==> config.mk <==
export PLATFORM = sky130hd
export DESIGN_NAME = neuron_spike_rx
export DESIGN_NICKNAME = d
export VERILOG_FILES = /design/src/rtl/neuron_spike_pkg.sv /design/src/rtl/spike_pkt_fifo.sv /design/src/rtl/neuron_spike_rx.sv
export SDC_FILE = /design/constraint.sdc
export NUM_CORES = 1
export LEC_CHECK = 0
export ABC_AREA = 1
export CORE_MARGIN = 8
export CORE_UTILIZATION = 35
export CTS_BUF_LIST = sky130_fd_sc_hd__clkbuf_2 sky130_fd_sc_hd__clkbuf_4 sky130_fd_sc_hd__clkbuf_8
export DETAILED_ROUTE_END_ITERATION = 6
export DONT_BUFFER_PORTS = 1
export GPL_TIMING_DRIVEN = 0
export PLACE_DENSITY = 0.6
export SLEW_MARGIN = 20
export SYNTH_ARGS = -nofsm -noshare
export SYNTH_HDL_FRONTEND = slang
export SYNTH_SLANG_ARGS = --single-unit
export TNS_END_PERCENT = 1
==> constraint.sdc <==
create_clock -name neuron_clk -period 1.56 [get_ports neuron_clk]
set_input_delay 0.312 -clock neuron_clk [delete_from_list [all_inputs] [get_ports neuron_clk]]
set_output_delay 0.312 -clock neuron_clk [all_outputs]
set_load 0.03 [all_outputs]
==> src/rtl/neuron_spike_pkg.sv <==
// Shared constants and helpers for the neuron-side spike receiver.
package neuron_spike_pkg;

  // Width of the saturating statistics counters.
  localparam int unsigned STATS_W = 16;

  // Number of flits making up one packet.
  function automatic int unsigned flits_per_packet(input int unsigned pkt_w,
                                                   input int unsigned flit_w);
    return pkt_w / flit_w;
  endfunction

  // Bit position of the axon id field: it sits just above the x and y address fields.
  function automatic int unsigned axon_field_lsb(input int unsigned x_w,
                                                 input int unsigned y_w);
    return x_w + y_w;
  endfunction

  // Counter/pointer width able to index n entries (never less than one bit).
  function automatic int unsigned idx_width(input int unsigned n);
    return (n > 1) ? $clog2(n) : 1;
  endfunction

endpackage

==> src/rtl/spike_pkt_fifo.sv <==
// Packet FIFO: count-based full/empty, head word visible combinationally.
module spike_pkt_fifo
  import neuron_spike_pkg::*;
#(
  parameter int unsigned WIDTH = 32,
  parameter int unsigned DEPTH = 4
) (
  input  logic             clk,
  input  logic             rst_n,
  input  logic             push,
  input  logic [WIDTH-1:0] push_data,
  input  logic             pop,
  output logic [WIDTH-1:0] head_c,
  output logic             full,
  output logic             empty
);

  localparam int unsigned PW = idx_width(DEPTH);
  localparam int unsigned CW = PW + 1;

  logic [WIDTH-1:0] mem [DEPTH];
  logic [PW-1:0]    wr_ptr;
  logic [PW-1:0]    rd_ptr;
  logic [CW-1:0]    count;
  logic [CW-1:0]    count_nxt;

  // Occupancy after this cycle; simultaneous push and pop leave it unchanged.
  always_comb begin
    count_nxt = count;
    if (push && !pop) begin
      count_nxt = count + CW'(1);
    end else if (pop && !push) begin
      count_nxt = count - CW'(1);
    end
  end

  // Pointers, occupancy and registered full/empty flags.
  always_ff @(posedge clk or negedge rst_n) begin
    if (!rst_n) begin
      wr_ptr <= '0;
      rd_ptr <= '0;
      count  <= '0;
      full   <= 1'b0;
      empty  <= 1'b1;
    end else begin
      if (push) wr_ptr <= wr_ptr + PW'(1);
      if (pop)  rd_ptr <= rd_ptr + PW'(1);
      count <= count_nxt;
      full  <= (count_nxt == CW'(DEPTH));
      empty <= (count_nxt == '0);
    end
  end

  // Storage array; contents are don't-care until written.
  always_ff @(posedge clk) begin
    if (push) mem[wr_ptr] <= push_data;
  end

  assign head_c = mem[rd_ptr];

endmodule

==> src/rtl/neuron_spike_rx.sv <==
// Neuron-side spike receiver: flit reassembly, packet FIFO, axon decode and
// double-buffered spike vector. Define SPIKE_RX_STATS_EN to implement the
// drop_cnt/pkt_cnt statistics counters; otherwise they read as zero.
module neuron_spike_rx
  import neuron_spike_pkg::*;
#(
  parameter int unsigned PACKET_SIZE        = 32,
  parameter int unsigned FLIT_SIZE          = 4,
  parameter int unsigned X_ADDRESS_LENGTH   = 8,
  parameter int unsigned Y_ADDRESS_LENGTH   = 8,
  parameter int unsigned NUM_AXONS          = 2,
  parameter int unsigned AXON_CNT_BIT_WIDTH = 1,
  parameter int unsigned FIFO_DEPTH         = 4
) (
  input  logic                 neuron_clk,
  input  logic                 rst_n,
  input  logic                 flit_valid,
  input  logic [FLIT_SIZE-1:0] flit_data,
  output logic                 flit_ready,
  input  logic                 start,
  output logic [NUM_AXONS-1:0] spike,
  output logic                 busy,
  output logic [STATS_W-1:0]   drop_cnt,
  output logic [STATS_W-1:0]   pkt_cnt
);

  localparam int unsigned FPP      = flits_per_packet(PACKET_SIZE, FLIT_SIZE);
  localparam int unsigned CNT_W    = idx_width(FPP);
  localparam int unsigned AW       = AXON_CNT_BIT_WIDTH;
  localparam int unsigned AW_EXT   = AW + 1;
  localparam int unsigned AXON_LSB = axon_field_lsb(X_ADDRESS_LENGTH, Y_ADDRESS_LENGTH);
  localparam int unsigned LAST_LSB = (FPP - 1) * FLIT_SIZE;

  logic [CNT_W-1:0]       flit_cnt;
  logic [PACKET_SIZE-1:0] pkt_buf;
  logic [PACKET_SIZE-1:0] push_data;
  logic                   last_flit;
  logic                   accept;
  logic                   push;
  logic                   pop;
  logic [PACKET_SIZE-1:0] fifo_head;
  logic                   fifo_full;
  logic                   fifo_empty;
  logic                   dec_valid;
  logic [AW-1:0]          dec_axon;
  logic [NUM_AXONS-1:0]   hit;
  logic [NUM_AXONS-1:0]   accum;
  logic                   unused_ok;

  assign last_flit  = (flit_cnt == CNT_W'(FPP - 1));
  // Only the final flit of a packet needs FIFO space, so stall only there.
  assign flit_ready = !(last_flit && fifo_full);
  assign accept     = flit_valid && flit_ready;
  assign push       = accept && last_flit;
  assign pop        = !fifo_empty;

  // Assembled packet: earlier flits from the buffer, final flit straight from the bus.
  always_comb begin
    push_data = pkt_buf;
    push_data[LAST_LSB +: FLIT_SIZE] = flit_data;
  end

  // Flit counter and reassembly buffer; first flit lands in the LSBs.
  always_ff @(posedge neuron_clk or negedge rst_n) begin
    if (!rst_n) begin
      flit_cnt <= '0;
      pkt_buf  <= '0;
    end else if (accept) begin
      pkt_buf[32'(flit_cnt) * FLIT_SIZE +: FLIT_SIZE] <= flit_data;
      flit_cnt <= last_flit ? '0 : flit_cnt + CNT_W'(1);
    end
  end

  spike_pkt_fifo #(
    .WIDTH (PACKET_SIZE),
    .DEPTH (FIFO_DEPTH)
  ) u_fifo (
    .clk       (neuron_clk),
    .rst_n     (rst_n),
    .push      (push),
    .push_data (push_data),
    .pop       (pop),
    .head_c    (fifo_head),
    .full      (fifo_full),
    .empty     (fifo_empty)
  );

  // Decode stage: always ready, registers the popped axon id with its valid bit.
  always_ff @(posedge neuron_clk or negedge rst_n) begin
    if (!rst_n) begin
      dec_valid <= 1'b0;
      dec_axon  <= '0;
    end else begin
      dec_valid <= pop;
      dec_axon  <= fifo_head[AXON_LSB +: AW];
    end
  end

  // One-hot of the decoded axon; out-of-range ids produce no bit.
  always_comb begin
    hit = '0;
    for (int unsigned i = 0; i < NUM_AXONS; i++) begin
      hit[i] = dec_valid && ({1'b0, dec_axon} == AW_EXT'(i));
    end
  end

  // Double buffer: start publishes this timestep's spikes, including a same-cycle hit.
  always_ff @(posedge neuron_clk or negedge rst_n) begin
    if (!rst_n) begin
      accum <= '0;
      spike <= '0;
    end else if (start) begin
      spike <= accum | hit;
      accum <= '0;
    end else begin
      accum <= accum | hit;
    end
  end

  // Busy reflects next-cycle FIFO occupancy or decode-stage valid.
  always_ff @(posedge neuron_clk or negedge rst_n) begin
    if (!rst_n) begin
      busy <= 1'b0;
    end else begin
      busy <= push || !fifo_empty;
    end
  end

`ifdef SPIKE_RX_STATS_EN
  logic in_range;
  assign in_range = ({1'b0, dec_axon} < AW_EXT'(NUM_AXONS));

  // Saturating counts of decoded packets and dropped out-of-range ids.
  always_ff @(posedge neuron_clk or negedge rst_n) begin
    if (!rst_n) begin
      drop_cnt <= '0;
      pkt_cnt  <= '0;
    end else begin
      if (dec_valid && (pkt_cnt != '1)) begin
        pkt_cnt <= pkt_cnt + STATS_W'(1);
      end
      if (dec_valid && !in_range && (drop_cnt != '1)) begin
        drop_cnt <= drop_cnt + STATS_W'(1);
      end
    end
  end
`else
  assign drop_cnt = '0;
  assign pkt_cnt  = '0;
`endif

  // Header fields and the last buffer slot are carried but not consumed here.
  assign unused_ok = &{1'b0, fifo_head, pkt_buf[LAST_LSB +: FLIT_SIZE]};

endmodule

After elaboration in Yosys (flattened, before gate mapping). Memory sizes are Yosys's and may differ from the RTL's. A register that Yosys moved wholly into a read port is not among the register bits. Index checks and enable logic that the tools add are counted. Widths: inputs -> output; s select.

Register bits after elaboration: 50. Memory bits (writable): 128. Bits of input ports: 8. Output and inout port bits: 36. Memories kept: 1.

Memories: u_fifo.mem (depth 4, bits a word 32, rd ports 1, clocked after Yosys merged registers in 1, wr ports 1, RTL line spike_pkt_fifo.sv:21) `logic [WIDTH-1:0] mem [DEPTH];`.

Add/subtract/negate cells: 6. Eq/ne operators: 2. Shift operators: 2. Mux-type cells: 7. Bitwise logic cells: 2. Reduce and logical (&&, ||, !) cells: 13.

Operators by type and width (number): $neg 5->34 (1); $shift 4x34->32 const A (1); $shiftx 4x34->32 (1); $bwmux 32 (1); $mux 3 (3); $logic_and 1x1->1 (7); $add 3x1->3 const B (2); $eq 3x3->1 const B (2); $add 2x1->2 const B (2); $logic_not 1->1 (4); $logic_not 3->1 (1); $sub 3x1->3 const B (1); $mux 1 (2); $mux 2 (1); $or 2x2->2 (1); $logic_or 1x1->1 (1); $not 1->1 (1).

Logic depth before layout (Yosys ltp). Gate-level depths: netlist of run 1.

Depth in word-level cells: 10. Depth in mapped cells: 10. Gate-level depth less buffers: 10.

By module. From an unflattened synthesis of run 1, not the netlist that was laid out.

Cell total of the unflattened synthesis: 626. Area, all modules: 7500.9 um2.

By module, submodules not included: spike_pkt_fifo (times used 1, cells an instance 373, area each 5257.5 um2, seq. area each 4070.2 um2); neuron_spike_rx (times used 1, cells an instance 253, area each 2243.4 um2, seq. area each 950.9 um2).

Least setup slack after synthesis of run 1. Ideal clock, no wire load.

Kind: reg2reg. Start: register flit_cnt[0]. End: register pkt_buf[16]. Library setup time: 0.120 ns. Data arrival time: 1.547 ns. Required time: 1.440 ns. Slack: -0.106 ns. Stages on the path, launching flop included: 8. Clock period less this slack: 1.666 ns. Cell sequence: dfrtp_1 > ha_1 > ha_1 > nand2_1 > and2_2 > nand3_1 > o21ai_0 > inv_1.

Longest elaborated chain between the ends: 4. Elaborated cells on any way between the ends: 8.

Ends and longest elaborated chain: from (decl) (RTL line neuron_spike_rx.sv:34) `logic [CNT_W-1:0] flit_cnt;`; from (signal assigned) (RTL line neuron_spike_rx.sv:70) `flit_cnt <= last_flit ? '0 : flit_cnt + CNT_W'(1);`; $eq 3x3->1 (RTL line neuron_spike_rx.sv:50) `assign last_flit = (flit_cnt == CNT_W'(FPP - 1));`; $logic_and 1x1->1 (RTL line neuron_spike_rx.sv:52) `assign flit_ready = !(last_flit && fifo_full);`; $logic_not 1->1 (RTL line neuron_spike_rx.sv:52); net flit_ready (RTL line neuron_spike_rx.sv:19) `output logic flit_ready,`; $logic_and 1x1->1 (RTL line neuron_spike_rx.sv:53) `assign accept = flit_valid && flit_ready;`; to (signal, indexed assignment) (RTL line neuron_spike_rx.sv:69) `pkt_buf[32'(flit_cnt) * FLIT_SIZE +: FLIT_SIZE] <= flit_data;`; to (decl) (RTL line neuron_spike_rx.sv:35) `logic [PACKET_SIZE-1:0] pkt_buf;`.

The timed path passes the listed nets, and every way through them passes these cells. A chain may end at the register's enable or synchronous reset.

Worst setup path in the final report of run 1.
Start: register flit_cnt[0]. End: output port flit_ready.

Longest elaborated chain between the ends: 3.

Ends and longest elaborated chain (RTL line): $eq 3x3->1 (neuron_spike_rx.sv:50); $logic_and 1x1->1 (neuron_spike_rx.sv:52); $logic_not 1->1 (neuron_spike_rx.sv:52); to (decl) (neuron_spike_rx.sv:19).

Every way passes these cells.

==> results.yml, run 1 <==
final_layout:
  fill_cells: 415
  area_growth_pct: 22.12
  n_antenna_cell: 0
  final_nets: 222
  fin_util: 0.4436
  drive_above_1_share: 0.3005
power:
  comb_power_share: 0.439
  p_int_mw: 1.575
  p_leak_nw: 0.9604
  netSwitchingPower_mw: 1.116
  peakVddDrop_v: 0.0007328
  power_density_mw_per_mm2: 1528
  clock_power_share: 0.142
  p_seq_frac: 0.418
  p_sw_frac: 0.4147
synthesis:
  synth.area.top_cells: "dfrtp_1 (33%), buf_4 (17%), ha_1 (8.7%), edfxtp_1 (8.3%), inv_1 (6.0%)"
  ys_top_cells_by_count: "buf_4 (32), inv_1 (23), dfrtp_1 (19), nand2_1 (19), nor2_1 (16)"
  yosysTopAreaCellShare: 0.3296
  syn-cell-area_mm2: 0.001443
  async_flop_share: 0.8333
  yosys.cell_count.top_type: "buf_4"
  yosysSeqAreaShare: 0.4310
  yosysWarningCount: 0
  ys_ff_latch: 24
  synth_enable_flop_cells: 4
  synth_top_cell_by_area: "dfrtp_1"
  yosysUniqueCellTypes: 22
  syn_avg_cell_area_um2: 8.905
  synth_top_flop_cell: "dfrtp_1"
  syn_inst: 162
clock_tree:
  clock_latency_ns: 0.26
  cts.htree.levels: 1
  cts_buffers: 3
  cts_tree: "built"
  ctsRootBufferMaster: "clkbuf_8"
  cts.path.max_buffers: 2
  clkSinkCount: 24
  clkTransAtPathRegs_ns: 0.08
critical_path:
  rrSetupSlack_ns: 0.08
  crit_type: "reg -> out"
  startpoint_type: "flop"
  regToRegStartpoint: "flit_cnt[0]"
  critPathRequiredTime_ns: 1.25
  rr_worst_depth: 7
  arrival_ns: 1.17
  timing.critical_path.fanout_max: 5
  r2r-end: "pkt_buf[16]"
  endpoint_kind: "output port"
drt:
  drtIter0Drc: 42
  avgViaCountPerCell: 3.727
  ant_nets: 0
  wirelength_mm: 2.374
  drt-wirelength-per-cell_um: 9.383
  drc_errors: 0
  firstDrtPassIters: 4
  vias: 943
timing:
  setup_viol: 0
  finalCriticalPeriod_ns: 1.487
  tightest_slew_ns: 0.9095
  max_freq_mhz: 672.6
  fin_crit_sh: 0.9531
  finClkSkew_ns: 0.0008275
  rsz0062_at_grt: "yes"
  hold_viol: 0
  maxSlewViolCount: 0
  slew_headroom: 0.3916
  setup_tns_ns: 0
floorplanning:
  die_x_um: 80.20
  initial_core_util: 0.3633
  fp-row-count: 23
  coreArea_mm2: 0.003971
  die_area_mm2: 0.006432
  fp.dieH_um: 80.20
  ios: 44
worst_hold_path:
  whs_endpoint: "accum[0]"
  hold_path_class: "in -> reg"
  min-delay-start: "start"
  worst_hold_path.num_cells: 1
global_route:
  grtUsageTotal: 0.07655
  grt_pass1_wl_mm: 3.974
  grt-ovfl-total: 0
  grt_pass1_vias: 884
  grt_max_degree: 21
  antenna_found_initial: 0
placement:
  place.gp.congestion: 0.7008
  numPortBuffers: 0
  dp_hpwl_mm: 1.916
status:
  status: "completed"
run:
  maxCapViolations: 0
-- sequential cells by signal (all words and copies together), names as in the netlist, 2 cells and up --
register	count
accum	2
flit_cnt	3
spike	2
u_fifo.count	3
u_fifo.mem	4
u_fifo.rd_ptr	2
u_fifo.wr_ptr	2
-- metrics by stage --
stage | power [mW] | hold slack, ns | setup slack (ns) | std cells | area [um2]
2_1_floorplan | 2.005 | 0.01641 | 0.03544 | 193 | 1567
3_3_place_gp | 2.155 | 0.01730 | -0.06882 | 243 | 1629
3_5_place_dp | 2.192 | 0.01705 | -0.1181 | 243 | 1629
4_1_cts | 2.621 | 0.09701 | 0.009186 | 248 | 1702
5_1_grt | 2.970 | 0.08561 | -0.04777 | 253 | 1762
6_report | 2.691 | 0.1053 | 0.07321 | 253 | 1762
-- what timing repair did --
action | 4_1_cts | 5_1_grt
buffers inserted | 0 | 5
hold buffers | 1 | 0
endpoints found under the hold margin | 20 | 0
resized for setup | 3 | 9
pin swaps | 2 | 10
endpoints found under the setup margin | 4 | 4
-- kinds of logic after synthesis --
group,Yosys count,share of synthesized area
flops,24,0.4311
compound gates,13,0.04597
fa+ha+maj,10,0.08673
xor+xnor,5,0.03035
other cells,1,0.002599
simple gates,52,0.1717
buf+inv,57,0.2316
-- area by class of cell --
class,instances,area [um2],area share
Sequential cell,24,621.8,0.3530
Tap cell,50,62.56,0.03551
Clock buffer,4,48.80,0.02770
Buffer,32,240.2,0.1364
Timing Repair Buffer,6,47.55,0.02699
Multi-Input combinational cell,112,646.9,0.3672
Inverter,25,93.84,0.05327
-- power by group through the flow --
stage / registers, mW / logic, mW / clock network [mW]
after floorplan: 1.08 / 0.921 / 0
after global placement: 1.12 / 1.03 / 0
after detailed placement: 1.14 / 1.06 / 0
after CTS: 1.13 / 1.09 / 0.404
after global routing: 1.16 / 1.37 / 0.434
final: 1.13 / 1.18 / 0.383
-- worst max path at each step --
stage	from	to	slack, ns	cells after the start
after floorplan	flit_cnt[0]	pkt_buf[16]	0.04	7
after global placement	flit_cnt[0]	pkt_buf[16]	-0.07	7
after detailed placement	flit_cnt[0]	pkt_buf[16]	-0.12	7
after CTS	flit_cnt[0]	pkt_buf[16]	0.009	7
after global routing	flit_cnt[1]	pkt_buf[16]	-0.05	8
final	flit_cnt[0]	flit_ready	0.07	3
-- cells in the final DEF, fill, tap and decap left out, types with 4 or more instances in the layout --
master    count
dfrtp_1      19
nand2_2       8
conb_1       32
inv_1        22
o21ai_0       5
edfxtp_1      4
nor2_1       15
nand2_1      16
nand3_1       6
buf_4        37
xor2_1        4
a21oi_1       6
ha_1          7
-- critical path: stages (launching register included) --
cell and delay (ns):
dfrtp_1 0.41, ha_2 0.20, ha_4 0.19, nand2_4 0.11
-- per-layer routing --
metal,vias up,global-route usage,share of wire
li1,516,-,-
met1,400,0.08223,0.41
met2,25,0.1302,0.48
met3,2,0.03683,0.097
met4,0,0.02182,0.0084
met5,-,0,0
Power figures use the tool's default switching activity.
==> run 2, diff against run 1 <==
Settings changed: CORE_UTILIZATION 35 to 31, PLACE_DENSITY 0.6 to 0.56.
==> results.yml, run 2 (synthesized netlist as in run 1, its figures left out) <==
final_layout:
  n_antenna_cell: 0
  postLayoutCellArea_mm2: 0.001739
  largest_reg_flops: 4
  area_growth_pct: 20.56
  final_nets: 218
  mostFrequentLayoutCell: "buf_4"
  final_cell_mix: "buf_4 (33), conb_1 (32), inv_1 (23), dfrtp_1 (19), nand2_1 (17)"
  largest_register: "u_fifo.mem"
  drive_above_1_share: 0.2764
  largest_registers: "u_fifo.mem x4, flit_cnt x3, u_fifo.count x3"
critical_path:
  slowest_delay_ns: 0.39
  crit_type: "reg -> out"
  cp_slowest_cell: "dfrtp_1"
  startpoint_type: "flop"
  critPathRequiredTime_ns: 1.25
  arrival_ns: 1.15
  cp_top_family: "flip-flops"
  crit_buf_inv: 0
  worstPathCellList: "ha_2 > ha_4 > nand2_4"
  endpoint_kind: "output port"
  timing.critical_path.fanout_max: 5
timing:
  max_freq_mhz: 683.0
  setup_viol: 0
  maxSlewViolCount: 0
  fin_crit_sh: 0.9385
  whs_ns: -0.01869
  finalCriticalPeriod_ns: 1.464
  hold_viol: 19
  finClkSkew_ns: 0.006741
  rsz0062_at_grt: "no"
drt:
  vias: 935
  routed.top_layer: "met4"
  firstDrtPassIters: 4
  wirelength_mm: 2.298
  met2_wirelength_mm: 1.138
  drtIter0Drc: 14
  ant_nets: 0
  drc_errors: 0
  m1WireLength_um: 927
  avgViaCountPerCell: 3.696
  drt-wirelength-per-cell_um: 9.083
  wl_met3_um: 221
power:
  power_density_mw_per_mm2: 1585
  p_total_mw: 2.757
  p_seq_frac: 0.405
  peakVddDrop_v: 0.0004312
  clock_power_share: 0.194
  p_int_mw: 1.660
  p_leak_nw: 0.9490
  comb_power_share: 0.401
  netSwitchingPower_mw: 1.097
  p_sw_frac: 0.3979
global_route:
  grt-ovfl-total: 0
  grt_pass1_vias: 891
  grt_max_degree: 21
  grtUsageTotal: 0.06853
  antenna_found_initial: 0
  grt_pass1_wl_mm: 4.112
placement:
  dp_hpwl_mm: 1.889
  postPlaceCellArea_mm2: 0.001634
  numPortBuffers: 0
  place.gp.congestion: 0.8278
clock_tree:
  cts_buffers: 3
  clock_latency_ns: 0.26
  clkSinkCount: 24
  cts_tree: "built"
  clkTransAtPathRegs_ns: 0.09
  cts.path.max_buffers: 2
  cts.htree.levels: 1
  ctsRootBufferMaster: "clkbuf_8"
floorplanning:
  fp.dieH_um: 84.22
  die_area_mm2: 0.007092
  die_x_um: 84.22
  fp-row-count: 25
  coreArea_mm2: 0.004598
  initial_core_util: 0.3137
  ios: 44
status:
  status: "finished with violations"
  violations: "negative hold slack"
worst_hold_path:
  hold_path_class: "in -> async"
run:
  maxCapViolations: 0
## run 2: changes by cell type in the layout (fill, tap and decap cells not counted), sizes merged
cell / previous run / this run
bufinv: 0 / 1
clkbuf: 4 / 3
dlygate4sd3: 1 / 0
buf: 37 / 34
## run 2: timing repair
item | 4_1_cts | 5_1_grt
hold buffers | 1 | 0
endpoints found under the setup margin | 4 | 6
pin swaps | 2 | 6
setup buffers | 1 | 0
resized for setup | 2 | 6
hold endpoints to repair | 20 | 0
## run 2: power groups by stage
| stage | Combinational (mW) | Clock [mW] | Sequential, mW |
|---|---|---|---|
| final | 1.11 | 0.534 | 1.12 |
| after global routing | 1.29 | 0.583 | 1.15 |
| after CTS | 1.09 | 0.557 | 1.12 |
| after detailed placement | 1.06 | 0 | 1.13 |
| after global placement | 1.03 | 0 | 1.13 |
| after floorplan | 0.921 | 0 | 1.08 |
## run 2: final timing paths
check	from	end	slack, ns	cells after the start
worst max-delay path	flit_cnt[1]	flit_ready	0.1	3
worst min-delay path	rst_n	u_fifo.rd_ptr[1]	-0.02	1
worst max register to register	flit_cnt[0]	pkt_buf[16]	0.12	8
worst min register to register	accum[0]	accum[0]	0.50	2
max in group asynchronous	rst_n	u_fifo.empty	1.24	1
min in group neuron_clk	start	accum[0]	0.10	1
## run 2: area by class of cell
cell class / count / area (um2)
Multi-Input combinational cell: 112 / 631.9
Fill cell: 487 / 2859
Timing Repair Buffer: 2 / 12.51
Clock inverter: 1 / 30.03
Tap cell: 54 / 67.56
Sequential cell: 24 / 621.8
Inverter: 25 / 93.84
Buffer: 32 / 240.2
Clock buffer: 3 / 41.29
## run 2: layer usage
layer / vias to the layer above / global-route usage
met4: 0 / 0.01413
li1: 505 / -
met5: - / 0
met3: 2 / 0.03582
met2: 22 / 0.1163
met1: 406 / 0.07375
## run 2: per-stage QoR
stage | instances | setup WS, ns | util | setup TNS [ns]
floorplan | 193 | 0.03544 | - | 0
finish | 253 | 0.09591 | 0.3782 | 0
detailed placement | 247 | -0.07308 | 0.3554 | -0.1778
global route | 253 | 0.002599 | 0.3782 | 0
global placement | 247 | -0.06971 | 0.3554 | -0.1575
CTS | 253 | 0.01930 | 0.3755 | 0
==> run 3, diff against run 2 <==
Settings changed: CAP_MARGIN set to 10.
==> results of run 3 <==
The final DEF is identical to that of run 2; final timing and power are the same.
